--- config.mk ---
export PLATFORM = sky130hd
export DESIGN_NAME = elapsed_time_tracker_flat
export DESIGN_NICKNAME = d
export VERILOG_FILES = /design/src/rtl/elapsed_time_tracker_pkg.sv /design/src/rtl/elapsed_time_tracker_if.sv /design/src/rtl/elapsed_time_tracker_div60_seq.sv /design/src/rtl/elapsed_time_tracker.sv /design/src/flat_wrapper.sv
export SDC_FILE = /design/constraint.sdc
export NUM_CORES = 1
export LEC_CHECK = 0
export ABC_CLOCK_PERIOD_IN_PS = 5600
export CORE_MARGIN = 2
export CORE_UTILIZATION = 55
export CTS_CLUSTER_SIZE = 30
export DETAILED_ROUTE_END_ITERATION = 8
export GPL_ROUTABILITY_DRIVEN = 1
export PLACE_DENSITY = 0.77
export SYNTH_ARGS = -nofsm -noshare
export SYNTH_HDL_FRONTEND = slang
export SYNTH_SLANG_ARGS = --single-unit
--- constraint.sdc ---
create_clock -name clk -period 5.6 [get_ports clk]
set_input_delay 1.12 -clock clk [delete_from_list [all_inputs] [get_ports clk]]
set_output_delay 1.12 -clock clk [all_outputs]
set_load 0.05 [all_outputs]
--- src/rtl/elapsed_time_tracker_pkg.sv ---
// Shared types and helpers for the playback elapsed-time tracker: conversion
// FSM states, timing constants and the two-digit BCD split.
package elapsed_time_tracker_pkg;

  typedef enum logic [1:0] {
    IDLE   = 2'd0,
    DIVIDE = 2'd1,
    LOAD   = 2'd2
  } conv_state_t;

  localparam int SECS_PER_MIN        = 60;
  localparam int CLK_HZ_DEFAULT      = 3000;
  localparam int MAX_SECONDS_DEFAULT = 3599;
  localparam int DELTA_W_DEFAULT     = 9;

  typedef struct packed {
    logic [3:0] tens;
    logic [3:0] ones;
  } bcd2_t;

  // Only ever fed minutes or seconds, so the value is always below 60.
  function automatic bcd2_t bin2bcd_lt60(input logic [5:0] value);
    bcd2_t r;
    r.tens = 4'(value / 6'd10);
    r.ones = 4'(value % 6'd10);
    return r;
  endfunction

endpackage

--- src/rtl/elapsed_time_tracker_if.sv ---
// Seek/time interface between the playback address generator (master) and the
// elapsed-time tracker (slave) that feeds the 7-segment display driver.
interface elapsed_time_tracker_if
  import elapsed_time_tracker_pkg::*;
#(
  parameter int DELTA_W = DELTA_W_DEFAULT
);
  logic                      count;
  logic                      seek_valid;
  logic signed [DELTA_W-1:0] seek_delta;
  logic [11:0]               total_s;
  logic [3:0]                min_tens;
  logic [3:0]                min_ones;
  logic [3:0]                sec_tens;
  logic [3:0]                sec_ones;
  logic                      busy;

  modport master (
    output count, seek_valid, seek_delta,
    input  total_s, min_tens, min_ones, sec_tens, sec_ones, busy
  );

  modport slave (
    input  count, seek_valid, seek_delta,
    output total_s, min_tens, min_ones, sec_tens, sec_ones, busy
  );
endinterface

--- src/rtl/elapsed_time_tracker_div60_seq.sv ---
// Repeated-subtraction divide-by-60: one subtraction per cycle after i_start,
// o_done rises once the remainder drops below 60.
module div60_seq
  import elapsed_time_tracker_pkg::*;
(
  input  logic        clk,
  input  logic        reset,
  input  logic        i_start,
  input  logic [11:0] i_value,
  output logic        o_done,
  output logic [5:0]  o_quot,
  output logic [5:0]  o_rem
);

  logic [11:0] r_work;
  logic [5:0]  r_quot;
  logic        r_active;
  logic        w_ge60;

  assign w_ge60 = (r_work >= 12'(SECS_PER_MIN));

  always_ff @(posedge clk or posedge reset) begin
    if (reset) begin
      r_work   <= '0;
      r_quot   <= '0;
      r_active <= 1'b0;
    end else if (i_start) begin
      r_work   <= i_value;
      r_quot   <= '0;
      r_active <= 1'b1;
    end else if (r_active) begin
      if (w_ge60) begin
        r_work <= r_work - 12'(SECS_PER_MIN);
        r_quot <= r_quot + 6'd1;
      end else begin
        r_active <= 1'b0;
      end
    end
  end

  assign o_done = r_active & ~w_ge60;
  assign o_quot = r_quot;
  assign o_rem  = r_work[5:0];

endmodule

--- src/rtl/elapsed_time_tracker.sv ---
// Elapsed playback time in seconds with saturating seek, plus a multi-cycle
// mm:ss BCD conversion whose four digits are always updated together.
//
//   state  | meaning
//   IDLE   | digits current; waiting for total_s to change
//   DIVIDE | div60_seq splitting the latched total into minutes/seconds
//   LOAD   | write all four digits; restart if a newer total arrived
module elapsed_time_tracker
  import elapsed_time_tracker_pkg::*;
#(
  parameter int CLK_HZ      = CLK_HZ_DEFAULT,
  parameter int MAX_SECONDS = MAX_SECONDS_DEFAULT,
  parameter int DELTA_W     = DELTA_W_DEFAULT
) (
  input  logic                  clk,
  input  logic                  reset,
  elapsed_time_tracker_if.slave io
);

  localparam int PW = $clog2(CLK_HZ);
  localparam logic signed [13:0] MAX_S = 14'(MAX_SECONDS);

  logic [PW-1:0]      r_presc;
  logic [11:0]        r_total;
  logic [11:0]        r_total_d;
  logic               w_tick;
  logic signed [13:0] w_delta;
  logic signed [13:0] w_sum;
  logic               w_changed;

  assign w_tick    = io.count && (r_presc == PW'(CLK_HZ - 1));
  assign w_delta   = io.seek_valid ?
                     {{(14-DELTA_W){io.seek_delta[DELTA_W-1]}}, io.seek_delta} : '0;
  assign w_sum     = $signed({2'b00, r_total}) + $signed({13'd0, w_tick}) + w_delta;
  assign w_changed = (r_total != r_total_d);

  // Clamping to zero also restarts the second so playback resumes from a clean 00:00.
  always_ff @(posedge clk or posedge reset) begin
    if (reset) begin
      r_presc   <= '0;
      r_total   <= '0;
      r_total_d <= '0;
    end else begin
      r_total_d <= r_total;
      if (w_sum[13]) begin
        r_total <= '0;
        r_presc <= '0;
      end else begin
        if (io.count) r_presc <= w_tick ? '0 : r_presc + 1'b1;
        r_total <= (w_sum > MAX_S) ? 12'(MAX_SECONDS) : w_sum[11:0];
      end
    end
  end

  conv_state_t r_state, w_state_nxt;
  logic        r_pending, w_pending_nxt;
  logic        w_start;
  logic        w_load;
  logic        w_div_done;
  logic [5:0]  w_quot;
  logic [5:0]  w_rem;

  div60_seq u_div60 (
    .clk     (clk),
    .reset   (reset),
    .i_start (w_start),
    .i_value (r_total),
    .o_done  (w_div_done),
    .o_quot  (w_quot),
    .o_rem   (w_rem)
  );

  always_ff @(posedge clk or posedge reset) begin
    if (reset) begin
      r_state   <= IDLE;
      r_pending <= 1'b0;
    end else begin
      r_state   <= w_state_nxt;
      r_pending <= w_pending_nxt;
    end
  end

  // A change seen during LOAD itself counts as pending so it is not lost.
  always_comb begin
    w_state_nxt   = r_state;
    w_pending_nxt = r_pending;
    w_start       = 1'b0;
    w_load        = 1'b0;
    unique case (r_state)
      IDLE: begin
        if (w_changed) begin
          w_start     = 1'b1;
          w_state_nxt = DIVIDE;
        end
      end
      DIVIDE: begin
        if (w_changed)  w_pending_nxt = 1'b1;
        if (w_div_done) w_state_nxt   = LOAD;
      end
      LOAD: begin
        w_load = 1'b1;
        if (r_pending || w_changed) begin
          w_pending_nxt = 1'b0;
          w_start       = 1'b1;
          w_state_nxt   = DIVIDE;
        end else begin
          w_state_nxt = IDLE;
        end
      end
      default: w_state_nxt = IDLE;
    endcase
  end

  bcd2_t w_min_bcd, w_sec_bcd;
  logic [3:0] r_min_tens, r_min_ones, r_sec_tens, r_sec_ones;

  assign w_min_bcd = bin2bcd_lt60(w_quot);
  assign w_sec_bcd = bin2bcd_lt60(w_rem);

  always_ff @(posedge clk or posedge reset) begin
    if (reset) begin
      r_min_tens <= '0;
      r_min_ones <= '0;
      r_sec_tens <= '0;
      r_sec_ones <= '0;
    end else if (w_load) begin
      r_min_tens <= w_min_bcd.tens;
      r_min_ones <= w_min_bcd.ones;
      r_sec_tens <= w_sec_bcd.tens;
      r_sec_ones <= w_sec_bcd.ones;
    end
  end

  assign io.total_s  = r_total;
  assign io.min_tens = r_min_tens;
  assign io.min_ones = r_min_ones;
  assign io.sec_tens = r_sec_tens;
  assign io.sec_ones = r_sec_ones;
  assign io.busy     = (r_state != IDLE);

endmodule
--- src/flat_wrapper.sv ---
// flat-port wrapper written by rule: the top's interface ports become plain ports
module elapsed_time_tracker_flat import elapsed_time_tracker_pkg::*;
#(
  parameter int CLK_HZ      = CLK_HZ_DEFAULT,
  parameter int MAX_SECONDS = MAX_SECONDS_DEFAULT,
  parameter int DELTA_W     = DELTA_W_DEFAULT
)
  (clk, reset, io_count, io_seek_valid, io_seek_delta, io_total_s, io_min_tens, io_min_ones, io_sec_tens, io_sec_ones, io_busy);
  elapsed_time_tracker_if #(.DELTA_W(DELTA_W)) io_i ();
  input  logic clk;
  input  logic reset;
  input wire logic [$bits(io_i.count)-1:0] io_count;
  input wire logic [$bits(io_i.seek_valid)-1:0] io_seek_valid;
  input wire logic [$bits(io_i.seek_delta)-1:0] io_seek_delta;
  output wire logic [$bits(io_i.total_s)-1:0] io_total_s;
  output wire logic [$bits(io_i.min_tens)-1:0] io_min_tens;
  output wire logic [$bits(io_i.min_ones)-1:0] io_min_ones;
  output wire logic [$bits(io_i.sec_tens)-1:0] io_sec_tens;
  output wire logic [$bits(io_i.sec_ones)-1:0] io_sec_ones;
  output wire logic [$bits(io_i.busy)-1:0] io_busy;
  assign io_i.count = io_count;
  assign io_i.seek_valid = io_seek_valid;
  assign io_i.seek_delta = io_seek_delta;
  assign io_total_s = io_i.total_s;
  assign io_min_tens = io_i.min_tens;
  assign io_min_ones = io_i.min_ones;
  assign io_sec_tens = io_i.sec_tens;
  assign io_sec_ones = io_i.sec_ones;
  assign io_busy = io_i.busy;
  elapsed_time_tracker #(.CLK_HZ(CLK_HZ), .MAX_SECONDS(MAX_SECONDS), .DELTA_W(DELTA_W)) u_core (.clk(clk), .reset(reset), .io(io_i));
endmodule
* Word-level counts from Yosys, hierarchy flattened
Index checks and enable logic that the tools add are counted.
** Word-level totals
- Output and inout bits :: 29
- Register bits :: 74
- Word-level logic and storage cells :: 70
- Input bits :: 13
** Cells by class
- $add $sub $neg :: 5
- Bitwise operators :: 2
- Equal/unequal tests :: 8
- Reductions and logical operators :: 11
- Order comparisons :: 2
- Multiplexer cells :: 26
- Divide/modulo/power cells :: 4
** Operators by type and width (number)
- $mux W12 :: 8
- $mux W6 :: 3
- $add A14 B14 Y14 :: 1
- $gt A14 B13 Y1 const B :: 1
- $mux W14 :: 1
- $add A12 B1 Y13 :: 1
- $add A12 B1 Y12 const B :: 1
- $div A6 B4 Y6 const B :: 2
- $eq A12 B12 Y1 const B :: 1
- $ge A12 B6 Y1 const B :: 1
- $mod A6 B4 Y6 const B :: 2
- $ne A12 B12 Y1 :: 1
- $sub A12 B6 Y12 const B :: 1
- $reduce_bool A2 Y1 :: 5
- $mux W1 :: 9
- $add A6 B1 Y6 const B :: 1
- $ne A2 B1 Y1 const B :: 3
- $pmux W2 S3 :: 1
- $mux W2 :: 2
- $pmux W1 S2 :: 2
- $reduce_and A2 Y1 :: 2
- $reduce_and A3 Y1 :: 1
- $eq A2 B1 Y1 const B :: 1
- $eq A2 B2 Y1 const B :: 1
- other kinds (6) :: 6

* Logic depth before layout (Yosys ltp)
Gate-level depths: netlist of run 1.
- Depth in word-level cells :: 7
- Gate-level depth with buffers :: 20
- Gate-level depth less buffers :: 19

* By module
A second synthesis of run 1 with hierarchy kept.
** Unflattened totals
- Cells, all modules :: 513
- Area total of the unflattened synthesis :: 4586.9 sq um
** Modules (own cells, without submodules)
- elapsed_time_tracker :: cells an instance 403, instances 1, area an instance 3545.9 sq um
- div60_seq :: cells an instance 110, instances 1, area an instance 1041.0 sq um

* Worst setup path before layout of run 1
No wires, ideal clock.
- Path type :: input to register
- Start :: input io_count
- End :: register u_core.r_presc[11]
- Library setup time :: 0.142 ns
- Path buffers :: 2
- Cell stages on the path :: 19
- Arrival time :: 4.683 ns
- Slack :: 0.775 ns
- Cells stage by stage :: nand4b_1 or4_1 clkbuf_1 inv_2 ha_1 ha_1 nand3_1 nor2_1 and3_1 and3_1 xor2_1 ha_1 a21oi_1 o21ai_0 o32ai_1 a211o_1 a211oi_1 buf_2 a311oi_1
** On the way
- Cells in the longest elaborated chain, start to end :: 4
** Ends and longest elaborated chain
- start, declared :: line flat_wrapper.sv:12 : input wire logic [$bits(io_i.count)-1:0] io_count;
- $logic_and A1 B1 Y1 :: line elapsed_time_tracker.sv:31 : assign w_tick = io.count && (r_presc == PW'(CLK_HZ - 1));
- $add A12 B1 Y13 or $mux W12 (tied branches) :: line elapsed_time_tracker.sv:34, elapsed_time_tracker.sv:49
- $add A14 B14 Y14 or $mux W12 (tied branches) :: line elapsed_time_tracker.sv:34, elapsed_time_tracker.sv:49
- $mux W12 or $reduce_bool A2 Y1 (tied branches)
- end signal, assigned :: line elapsed_time_tracker.sv:49 : if (io.count) r_presc <= w_tick ? '0 : r_presc + 1'b1;
- end, declared :: line elapsed_time_tracker.sv:23 : logic [PW-1:0] r_presc;
Several ways; a longest one is shown, not always the timed one. The select of a mux whose other input is x is not followed.
A chain may end at the register's enable or synchronous reset.

* Final worst setup path of run 1
- Start :: input io_count
- End :: register u_core.r_total[5] (netlist: u_core.io.total_s[5])
** On the way
- Cells in the longest elaborated chain, start to end :: 6
** Ends and longest elaborated chain
- $logic_and A1 B1 Y1 * :: line elapsed_time_tracker.sv:31
- $add A12 B1 Y13 * :: line elapsed_time_tracker.sv:34 : assign w_sum = $signed({2'b00, r_total}) + $signed({13'd0, w_tick}) + w_delta;
- $add A14 B14 Y14 * :: line elapsed_time_tracker.sv:34
- $gt A14 B13 Y1 :: line elapsed_time_tracker.sv:50 : r_total <= (w_sum > MAX_S) ? 12'(MAX_SECONDS) : w_sum[11:0];
- $mux W12 :: line elapsed_time_tracker.sv:50
- $mux W12 * :: line elapsed_time_tracker.sv:45 : if (w_sum[13]) begin
- end signal, assigned :: line elapsed_time_tracker.sv:50
- end, declared :: line elapsed_time_tracker.sv:24 : logic [11:0] r_total;
Every way passes the cells marked *; elsewhere a longest branch is shown, timed or not.

==> flow_metrics.tcl, run 1 <==
set metrics [dict create \
    grt_max_degree 53 \
    tightest_slew_ns 0.926 \
    drtPass1Iterations 5 \
    placed_cells 651 \
    finalSetupTns_ns 0 \
    antenna_left 0 \
    cts_resized 0 \
    synth_top_area_cell "dfrtp_1" \
    wl_met2_mm 4.85 \
    drt_first_iter_violations 175 \
    finalCriticalPeriod_ns 5.19 \
    rsz0062_at_grt "no" \
    rows 33 \
    grt_pass1_wl_mm 16.8 \
    layout.nets 603 \
    cts_made_buffers 9 \
    yosysUniqueCellTypes 70 \
    fin_skew_ns 0.0153 \
    met1_length_mm 4.34 \
    ys.flop_type "dfrtp_1" \
    netlist_area_um2 4680 \
    start_util 0.569 \
    cts_hold_buf 0 \
    fin_util 0.650 \
    synthCells 519 \
    crit_arrival_ns 5.42 \
    synth_edf_count 0 \
    slew_headroom 0.383 \
    vias 3830 \
    htree_num_levels 3 \
    grt_use_total 0.231 \
    highest_layer "met4" \
    place_congestion 0.918 \
    portBuffers 39 \
    synth_top_area_share 0.385 \
    clock_sinks 72 \
    run_status "complete, no violations" \
    ys_seq_area_frac 0.385 \
    start_kind "input pin" \
    drive_gt1_frac 0.0856 \
    postLayoutCellArea_um2 5340 \
    pre_cts_ws_ns 0.0736 \
    placed_area_um2 5180 \
    finalWirelength_mm 9.73 \
    drv_cap 0 \
    worst_slack_ns 0.405 \
    setup_viol 0 \
    die_w_um 96.2 \
    slew_violations 0 \
    gr-total-overflow 0 \
    async_reset_ff_frac 1.00 \
    endpoint_kind "flip-flop" \
    avgSynthCellArea_um2 9.01 \
    min_path_type "reg2reg" \
    wl_per_cell_um 14.6 \
    p_leak_nw 2.38 \
    post-route-drc-count 0 \
    ctsLongestPathBuffers 2 \
    max_freq_mhz 192 \
    powerDensity_nw_per_um2 530 \
    hpwlAfterDp_mm 7.10 \
    dieHeight_um 96.2 \
    instances_no_fill 666 \
    root_buffer "clkbuf_8" \
    finalHoldViolations 0 \
    dr_wl_met3_um 408 \
    via_per_inst 5.75 \
    synth-seq-cells 72 \
    path_clk_slew_ns 0.07 \
    crit_type "in2reg" \
    diodes 0 \
    path_max_fanout 8 \
    vdd_drop_max_v 0.000282 \
    synth.area.top_cells "dfrtp_1, ha_1, xnor2_1, o21ai_0, a21oi_1" \
    die-area_um2 9250 \
    area_delta_synth_final_pct 14.3 \
    clkLatencyLatePin_ns 0.34 \
    yosysWarnings 0 \
    core_um2 8220 \
    grt_pass1_vias 3783 \
    io_pins 42 \
    grt_antenna_before_repair 0 \
    cts_setup_buffers 0 \
    cts_tree "done" \
    fin_crit_sh 0.928 \
    crit_required_ns 5.82 \
]
path summary, 6_finish.rpt:
path	from	endpoint	slack [ns]	depth (start not counted)
min	u_core.io.min_ones[3]	u_core.io.min_ones[3]	0.50	2
max	io_count	u_core.io.total_s[5]	0.41	18
min in group asynchronous	reset	u_core.io.sec_tens[1]	1.09	2
max reg2reg	u_core.r_presc[0]	u_core.io.total_s[5]	1.04	18
min reg2reg	u_core.io.min_ones[3]	u_core.io.min_ones[3]	0.50	2
max in group asynchronous	reset	u_core.r_total_d[1]	3.52	3
metal layers:
metal | GRT usage | vias up
li1 | - | 1892
met1 | 0.286 | 1820
met2 | 0.397 | 106
met3 | 0.0486 | 12
met4 | 0.0798 | 0
met5 | 0 | -
layout make-up:
| cell class | instances | area [um2] |
|---|---|---|
| multi-input combinational | 404 | 2700 |
| clock inverter | 6 | 37.5 |
| inverter | 24 | 90.1 |
| timing repair buffer | 46 | 455 |
| clock buffer | 9 | 124 |
| tap | 105 | 131 |
| sequential | 72 | 1800 |
| fill | 681 | 2870 |
cells in the mapped netlist (8+ instances only):
library cell,number
and3_1,14
o21ai_0,40
nand2_1,48
clkbuf_1,12
nand3_1,14
nor3_1,12
nor2_1,41
and2_1,8
a21oi_1,36
dfrtp_1,72
xnor2_1,36
ha_1,32
nand4_1,9
xor2_1,16
inv_1,23
sequential cells by signal, indices dropped and copies added (netlist names):
| name | cells |
|---|---|
| u_core.io.min_ones | 4 |
| u_core.io.min_tens | 3 |
| u_core.io.sec_ones | 4 |
| u_core.io.sec_tens | 3 |
| u_core.io.total_s | 12 |
| u_core.r_pending | 1 |
| u_core.r_presc | 12 |
| u_core.r_state | 2 |
| u_core.r_total_d | 12 |
| u_core.u_div60.o_quot | 6 |
| u_core.u_div60.r_active | 1 |
| u_core.u_div60.r_work | 12 |
logic make-up after synthesis:
| group | Yosys count | share of synthesized area |
|---|---|---|
| flops | 72 | 0.385 |
| fa+ha+maj | 33 | 0.0899 |
| mux | 8 | 0.0187 |
| compound gates | 120 | 0.158 |
| buf+inv | 44 | 0.0393 |
| simple gates | 189 | 0.211 |
| xor+xnor | 52 | 0.0974 |
| other cells | 1 | 0.000802 |
report_power, final:
group / total [mW] / internal (mW) / switching [mW]
combinational: 1.57 / 0.639 / 0.927
sequential: 0.919 / 0.705 / 0.214
clock: 0.348 / 0.156 / 0.192
metrics by stage:
step / hold slack, ns / power, mW
after floorplan: 0.460 / 2.07
after global placement: 0.468 / 2.43
after detailed placement: 0.491 / 2.48
after CTS: 0.507 / 2.84
after global routing: 0.522 / 3.06
final: 0.499 / 2.83
worst max-delay path: stages:
cell and delay [ns]:
clkdlybuf4s50_1 0.49, nand4b_1 0.08, or4_1 0.52, inv_2 0.09, ha_1 0.19, and3_1 0.16, nand3_1 0.11, nor2_1 0.23
and3_1 0.25, xor2_1 0.17, ha_1 0.34, a21o_1 0.21, a31oi_1 0.19, o21ai_0 0.15, xnor2_1 0.17, nor4_1 0.49
a21oi_2 0.19, and4b_1 0.25
placed cells by master (no fill, tap or decap), types with 4 or more instances in the layout:
cell             instances
nor2_1                  41
clkdlybuf4s50_1         39
xor2_1                  16
buf_4                    6
a21o_1                   6
nor3_1                  12
and2_1                   8
nand3_1                 14
clkbuf_8                 9
mux2_2                   6
xnor2_1                 36
and3_1                  14
a21oi_1                 36
nand2_1                 48
ha_1                    32
dfrtp_1                 72
inv_1                   22
nor4_1                   5
o21ai_0                 39
or3_1                    4
nand4_1                  9
nand2b_1                 7
a31oi_1                  4
No activity file was read; power rests on OpenSTA's default activity.
==> run 2: changes to the inputs <==
--- a/config.mk
+++ b/config.mk
@@ -5,13 +5,14 @@
 export SDC_FILE = /design/constraint.sdc
 export NUM_CORES = 1
 export LEC_CHECK = 0
+export ABC_AREA = 1
 export ABC_CLOCK_PERIOD_IN_PS = 5600
 export CORE_MARGIN = 2
 export CORE_UTILIZATION = 55
 export CTS_CLUSTER_SIZE = 30
 export DETAILED_ROUTE_END_ITERATION = 8
 export GPL_ROUTABILITY_DRIVEN = 1
-export PLACE_DENSITY = 0.77
+export PLACE_DENSITY = 0.76
 export SYNTH_ARGS = -nofsm -noshare
 export SYNTH_HDL_FRONTEND = slang
 export SYNTH_SLANG_ARGS = --single-unit
==> flow_metrics.tcl, run 2 <==
set metrics [dict create \
    fin_crit_sh 0.887 \
    vias 4352 \
    drtPass1Iterations 5 \
    slew_violations 0 \
    min_path_type "reg2reg" \
    drt_first_iter_violations 139 \
    via_per_inst 5.21 \
    final-seq-area_um2 1800 \
    rrSetupSlack_ns 1.25 \
    dieHeight_um 99.4 \
    fill_cells 796 \
    synth-seq-cells 72 \
    drv_cap 0 \
    placed_area_um2 5460 \
    wl_per_cell_um 13.1 \
    finalCriticalPeriod_ns 4.97 \
    clkLatencyLatePin_ns 0.35 \
    placed_cells 819 \
    worst_slack_ns 0.631 \
    synth_edf_count 0 \
    avgSynthCellArea_um2 7.34 \
    ys.flop_type "dfrtp_1" \
    post-route-drc-count 0 \
    ctsLongestPathBuffers 2 \
    postLayoutCellArea_um2 5660 \
    instances_no_fill 835 \
    grt_antenna_before_repair 0 \
    grt_pass1_wl_mm 19.4 \
    p_leak_nw 2.99 \
    synth_top_area_share 0.360 \
    netlist_area_um2 5010 \
    fin_skew_ns 0.0139 \
    portBuffers 39 \
    hold_depth 2 \
    crit_arrival_ns 5.24 \
    finalWirelength_mm 10.9 \
    synth.area.top_cells "dfrtp_1, nand2_1, ha_1, nand3_1, inv_1" \
    finalSetupTns_ns 0 \
    rsz0062_at_grt "no" \
    cts_hold_buf 0 \
    htree_num_levels 3 \
    place_congestion 0.889 \
    synth_common_cells "nand2_1, inv_1, nand3_1" \
    cts_resized 0 \
    yosysWarnings 0 \
    whs_endpoint "u_core.u_div60.r_work[9]" \
    clock_sinks 72 \
    synthCells 682 \
    hold_ws_ns 0.481 \
    final_common_cell "nand2_1" \
    die-area_um2 9880 \
    finalHoldViolations 0 \
    start_util 0.571 \
    gr-total-overflow 0 \
    cts_tree "done" \
    pre_cts_ws_ns 0.268 \
    die_w_um 99.4 \
    drive_gt1_frac 0.0633 \
    layout.nets 768 \
    antenna_left 0 \
    start_kind "input pin" \
    io_pins 42 \
    powerDensity_nw_per_um2 573 \
    crit_required_ns 5.87 \
    core_um2 8760 \
    worstHoldStart "u_core.u_div60.r_work[9]" \
    path_clk_slew_ns 0.08 \
    r2r_start "u_core.r_presc[0]" \
    cts_made_buffers 9 \
    path_max_fanout 30 \
    r2r-end "u_core.r_presc[0]" \
    finalPower_mw 3.24 \
    setup_viol 0 \
    diodes 0 \
    final_cell_mix "nand2_1, inv_1, nand3_1" \
    vdd_drop_max_v 0.000296 \
    run_status "complete, no violations" \
    hpwlAfterDp_mm 8.52 \
    ys_seq_area_frac 0.360 \
    root_buffer "clkbuf_8" \
    rows 34 \
    yosysUniqueCellTypes 41 \
    area_delta_synth_final_pct 13.0 \
    crit_type "in2reg" \
    async_reset_ff_frac 1.00 \
    fin_util 0.646 \
    tightest_slew_ns 0.680 \
    cts_setup_buffers 0 \
    synth_top_area_cell "dfrtp_1" \
    endpoint_kind "flip-flop" \
    multi_input_area_um2 2760 \
    slew_headroom 0.546 \
    max_freq_mhz 201 \
    rr_worst_depth 24 \
    grt_max_degree 41 \
    yosysMostFrequentCell "nand2_1" \
    grt_use_total 0.239 \
    grt_pass1_vias 4370 \
]
[run 2: how the worst max path moves through the flow]
stage	startpoint	to	cells after the start
final	io_count	u_core.r_presc[0]	24
after detailed placement	io_count	u_core.r_presc[3]	24
after global routing	io_count	u_core.r_presc[0]	24
after global placement	io_count	u_core.r_presc[0]	24
after CTS	io_count	u_core.r_presc[0]	24
after floorplan	io_count	u_core.r_presc[0]	24
[run 2: kinds of logic after synthesis]
family / after synthesis / synth area share
AO/OA/AOI/OAI: 62 / 0.0712
AND/OR/NAND/NOR: 370 / 0.326
adder cells (fa/ha/maj): 33 / 0.0840
flip-flops: 72 / 0.360
XOR/XNOR: 37 / 0.0685
other: 1 / 0.000749
buffers and inverters: 107 / 0.0897
[run 2: worst max-delay path, stage by stage]
cell	delay, ns
clkdlybuf4s50_1	0.47
inv_1	0.06
nor2_1	0.14
nand4_1	0.09
nor2_1	0.15
ha_1	0.19
ha_1	0.19
nand3_1	0.18
nor4_1	0.41
nand4_1	0.23
xor2_1	0.18
inv_1	0.06
ha_1	0.33
inv_1	0.10
o21bai_1	0.10
a21oi_1	0.14
nor2_1	0.07
nor3_2	0.20
nand2_1	0.08
nand2_1	0.07
nand2_2	0.09
inv_2	0.36
o21ai_1	0.12
nor2_1	0.10
[run 2: layout make-up]
type                       instances  area share
timing repair buffer              43      0.0743
inverter                          92      0.0610
tap                              108      0.0239
sequential                        72       0.318
multi-input combinational        504       0.488
clock buffer                       9      0.0219
clock inverter                     7      0.0128
[run 2: routing by layer]
layer,vias up,part of all wire,track usage
li1,2246,-,-
met1,2014,0.44,0.301
met2,78,0.51,0.428
met3,14,0.032,0.0344
met4,0,0.016,0.0685
met5,-,0,0
[run 2: power breakdown]
part	switching (mW)	internal, mW
registers	0.205	0.720
clock network	0.198	0.205
logic	1.25	0.662
